<file path="config.mk">
export PLATFORM = sky130hd
export DESIGN_NAME = tgif_round_ctrl
export DESIGN_NICKNAME = d
export VERILOG_FILES = /design/src/rtl/tgif_round_ctrl.sv
export SDC_FILE = /design/constraint.sdc
export NUM_CORES = 1
export LEC_CHECK = 0
export BUFFER_PORTS_ARGS = -buffer_cell sky130_fd_sc_hd__buf_2
export CAP_MARGIN = 20
export CORE_AREA = 2 2 39 41
export DETAILED_ROUTE_END_ITERATION = 8
export DIE_AREA = 0 0 41 43
export PLACE_DENSITY_LB_ADDON = 0.1
export SYNTH_ARGS = -nofsm -noshare
export SYNTH_HDL_FRONTEND = slang
export SYNTH_SLANG_ARGS = --single-unit
</file>
<file path="constraint.sdc">
create_clock -name clk_i -period 1.48 [get_ports clk_i]
set_input_delay 0.074 -clock clk_i [delete_from_list [all_inputs] [get_ports clk_i]]
set_output_delay 0.074 -clock clk_i [all_outputs]
set_load 0.02 [all_outputs]
</file>
<file path="src/rtl/tgif_round_ctrl.sv">


module tgif_round_ctrl #(
  parameter int NUM_STEPS = 16,
  parameter int STEP_W    = 5
) (
  input  logic              clk_i,
  input  logic              rst_i,
  input  logic              start_i,
  input  logic              abort_i,
  input  logic              done_ack_i,
  output logic              busy_o,
  output logic              done_o,
  output logic              perm_load_o,
  output logic              perm_en_o,
  output logic              const_init_o,
  output logic [STEP_W-1:0] step_o,
  output logic              last_step_o
);
  localparam logic [1:0] S_IDLE = 2'd0;
  localparam logic [1:0] S_LOAD = 2'd1;
  localparam logic [1:0] S_RUN  = 2'd2;
  localparam logic [1:0] S_DONE = 2'd3;
  localparam logic [STEP_W-1:0] LAST = STEP_W'(NUM_STEPS - 1);

  logic [1:0]        state_q, state_d;
  logic [STEP_W-1:0] step_q, step_d;

  // step only advances inside RUN, so it reads 0 in every other state
  always_comb begin
    state_d = state_q;
    step_d  = '0;
    case (state_q)
      S_IDLE: if (start_i) state_d = S_LOAD;
      S_LOAD: state_d = abort_i ? S_IDLE : S_RUN;
      S_RUN: begin
        if (abort_i)             state_d = S_IDLE;
        else if (step_q == LAST) state_d = S_DONE;
        else                     step_d  = step_q + STEP_W'(1);
      end
      S_DONE: if (done_ack_i) state_d = S_IDLE;
      default: state_d = S_IDLE;
    endcase
  end

  always_ff @(posedge clk_i) begin
    if (rst_i) begin
      state_q <= S_IDLE;
      step_q  <= '0;
    end else begin
      state_q <= state_d;
      step_q  <= step_d;
    end
  end

  assign busy_o       = (state_q == S_LOAD) || (state_q == S_RUN);
  assign done_o       = (state_q == S_DONE);
  assign perm_load_o  = (state_q == S_LOAD);
  assign perm_en_o    = (state_q == S_RUN);
  assign const_init_o = (state_q != S_RUN);
  assign step_o       = step_q;
  assign last_step_o  = (state_q == S_RUN) && (step_q == LAST);
endmodule

</file>
---- Yosys cells after proc, flatten, opt, wreduce, memory -nomap -nowiden ----
Index checks and enable logic that the tools add are counted.
W data, S select, Z words.
storage, ports and cells
  bits of input ports ..................... 5
  register bits ........................... 7
cells by class
  mux-type cells .......................... 6
  reductions and logical operators ........ 5
  bitwise operators ....................... 1
  equal/unequal tests ..................... 8
  add/sub/neg operators ................... 1
operator list
  operator               count
  $mux W2                5
  $pmux W2 S4            1
  $ne A2 B2 Y1 const B   3
  $add A5 B1 Y5 const B  1
  $eq A5 B4 Y1 const B   1
  $eq A2 B2 Y1 const B   2
  $reduce_or A4 Y1       1
  $ne A3 B2 Y1 const B   1
  $reduce_and A3 Y1      1
  $eq A2 B1 Y1 const B   1
  $logic_not A2 Y1       1
  $logic_and A1 B1 Y1    1
  $logic_or A1 B1 Y1     1
  $not A1 Y1             1

---- Depth between registers and ports, before layout ----
  depth after elaboration ................. 4
  gate-level depth with buffers ........... 5
  depth with buffers taken out ............ 5

---- Least setup slack after synthesis ----
No wires, ideal clock.
  path type ............................... flip-flop to flip-flop
  start ................................... register step_q[0] (netlist: step_o[0])
  end ..................................... register step_q[2] (netlist: step_o[2])
  setup time .............................. 0.064 ns
  required time ........................... 1.416 ns
  setup slack ............................. -0.059 ns
  stages on the path, launching flop included .. 6
  data arrival time ....................... 1.475 ns
  path buffers ............................ 0
  clock period less this slack ............ 1.539 ns
  cells stage by stage .................... dfxtp_1 -> ha_1 -> and3_1 -> ha_1 -> or3_4 -> nor2_1
between the ends
  word-level cells in the longest chain between the ends .. 2
  elaborated cells between the ends (all ways) .. 3
  those cells by class .................... 1 x add/sub; 1 x eq/ne; 1 x reduce/logical
ends and longest elaborated chain
  item                                                   RTL line  RTL
  from (decl)                                            27        logic [STEP_W-1:0] step_q, step_d;
  from (signal assigned)                                 52        step_q <= step_d;
  branches (longest 2 deep; another with $add A5 B1 Y5)  -
Several ways; the timed one is not identified.
A chain may end at the register's enable or synchronous reset.

---- Final worst setup path ----
  start ................................... register step_q[0] (netlist: step_o[0])
  end ..................................... output last_step_o
between the ends
  word-level cells in the longest chain between the ends .. 2
ends and longest elaborated chain
  item                 RTL line  RTL
  $eq A5 B4 Y1         62        assign last_step_o = (state_q == S_RUN) && (step_q == LAST);
  $logic_and A1 B1 Y1  62
  to (decl)            18        output logic last_step_o
Every way passes these cells.

==> impl_metrics.csv <==
group,metric,value,unit
clocking,cts_tree,"built",
setup_path,cp_top_family,"adder cells",
drt,drt-pass1-iter-count,2,
timing,setup_viol,0,
pwr,power_leakage,0.255,nW
timing,relSlewSlack,0.818,
clocking,cts.sinks,7,
timing,hold_viol_final,0,
setup_path,cpPeakStageDelay,330,ps
floorplan,ios,16,
timing,drv_slew,0,
run_status,status,"complete, no violations",
clocking,cts_buffers,3,
yosys,yosys-top-cells-area,"dfxtp_1, ha_1, inv_1",
clocking,clk_pin_slew_worst_paths,50,ps
yosys,syn_area_per_cell,9.34,um2
floorplan,die_w,41,um
global_route,grt_use_total,0.100,
timing,rsz0062_at_grt,"false",
timing,skew,2.73,ps
setup_path,crit_path_start_kind,"register",
yosys,ys_ff_latch,7,
yosys,synthCells,39,
yosys,synth.cell_area,364,um2
final_layout,multi_input_area,224,um2
drt,wl,694,um
setup_path,endpoint_kind,"primary output",
drt,wl_met2,311,um
pwr,p_per_area,778,nW/um2
final_layout,regArea,143,um2
floorplan,die_area,1760,um2
drt,drc,0,
setup_path,crit_buf_inv,1,
min_path,hold_start,"rst_i",
setup_path,crit_type,"register to primary output",
yosys,ys_warn_count,0,
global_route,antenna_found_initial,0,
clocking,postCtsHoldBufs,0,
timing,period_minus_slack,1420,ps
yosys,yosysTopAreaCell,"dfxtp_1",
yosys,yosysTopAreaCellShare,0.385,
setup_path,crit_chain,"ha_4 -> and3_4 -> ha_2 -> and2_4 -> buf_6",
yosys,ys_seq_area_frac,0.385,
drt,highest_layer,"met3",
drt,wl_met1,329,um
drt,wl_per_cell,9.01,um
floorplan,initial_utilization,0.263,
setup_path,required,1410,ps
global_route,grt_pass1_vias,284,
clocking,insertion_delay,250,ps
clocking,cts-root-buf,"clkbuf_4",
pwr,finalPower,420,uW
setup_path,r2r_start,"step_o[0]$_SDFF_PP0_",
pwr,vdd_drop_max,0.000400,V
setup_path,cpMaxStageDelayCell,"dfxtp_2",
flow_run,drv_cap,0,
drt,ant_nets,0,
placed_design,place.gp.congestion,0.686,
clocking,cts_buffer_depth,2,
final_layout,design_area,539,um2
final_layout,n_fill_cell,149,
yosys,synth_nets,50,
floorplan,core,1380,um2
setup_path,crit_start,"step_o[0]$_SDFF_PP0_",
setup_path,worstPathArrival,1350,ps
placed_design,io_buffer_count,15,
timing,setup_tns,0,ps
global_route,grt.overflow.total,0,
drt,dr_wl_met3,53,um
final_layout,num_antenna_cells,0,
timing,finalCritPeriodShare,0.961,
drt,drtIter0Drc,2,
global_route,grt_pass1_wl,1120,um
drt,viasPerCell,4.18,
placed_design,dpl.hpwl,571,um
yosys,synth_cell_type_count,17,
clocking,h-tree-depth,1,
floorplan,fp-row-count,14,
setup_path,crit_fanout,3,
final_layout,fin_nets,73,
global_route,grt_max_degree,6,
placed_design,dpl-instance-area,479,um2
min_path,min_path_type,"primary input to register",
final_layout,drive_above_1_share,0.475,
final_layout,syn_to_final_growth,48.1,%
drt,vias,322,
timing,tightestPinTransition,273,ps
floorplan,die_y,43,um
timing,fmax,703,MHz
where the power goes:
group / internal, mW / switching [mW]
clock: 0.103 / 0.0649
combinational: 0.0240 / 0.0314
sequential: 0.193 / 0.00364
total: 0.320 / 0.0999
state kept, by name (all words and copies together) (netlist names):
signal	cells
state_q	2
step_o	5
path summary, 6_finish.rpt:
check	cells after the start	end	slack (ps)
worst min register to register	2	state_q[1]$_SDFFE_PP0P_	520
worst min-delay path	3	state_q[0]$_SDFFE_PP0P_	130
worst max register to register	5	step_o[3]$_SDFF_PP0_	90
worst max-delay path	5	last_step_o	60
metal layers:
layer | up-vias | GRT usage
li1 | 170 | -
met1 | 145 | 0.119
met2 | 7 | 0.122
met3 | 0 | 0.0942
met4 | 0 | 0.0400
met5 | - | 0
per-stage QoR:
stage	utilization	hold slack, ps	instances	setup slack, ps
CTS	0.373	117	76	1.73
global route	0.390	125	77	2.09
finish	0.390	127	77	58.2
global placement	0.346	394	72	18.9
floorplan	-	225	39	21.2
detailed placement	0.346	380	72	23.6
cell usage in the layout, fill, tap and decap left out, types with 2 or more instances in the layout:
cell,n
buf_4,3
dfxtp_2,2
nor2_1,5
nand2b_1,3
buf_2,14
dfxtp_1,5
clkbuf_4,3
ha_1,4
inv_1,6
tightest hold or removal path: cells and delay by family:
family | cells | cell delay, ps
buf+inv | 1 | 120
compound gates | 2 | 130
cell type report:
type | count | share of cell area
clock buffer | 4 | 0.0487
inverter | 6 | 0.0418
multi-input combinational | 26 | 0.415
sequential | 7 | 0.265
tap | 16 | 0.0371
timing repair buffer | 18 | 0.193
synthesized netlist by cell type, drive strengths merged:
master,instances
dfxtp,7
ha,6
o21ai,1
nand2b,3
nor3,1
o221ai,1
xor2,1
a21oi,1
xnor2,1
a31o,1
and2,1
mux2i,1
and3,1
inv,6
or3,1
nand3,1
nor2,5
cell families after synthesis:
logic type,synth area share
AO/OA/AOI/OAI,0.0756
multiplexers,0.0275
buffers and inverters,0.0619
flip-flops,0.385
adder cells (fa/ha/maj),0.206
AND/OR/NAND/NOR,0.196
XOR/XNOR,0.0481
timing repair:
action | CTS | global route
cloned | 0 | 0
endpoints found under the setup margin | 1 | 5
buffers inserted | 0 | 1
pin swaps | 1 | 2
resized for setup | 4 | 2
Note: power is estimated with default switching activity, not from simulation.
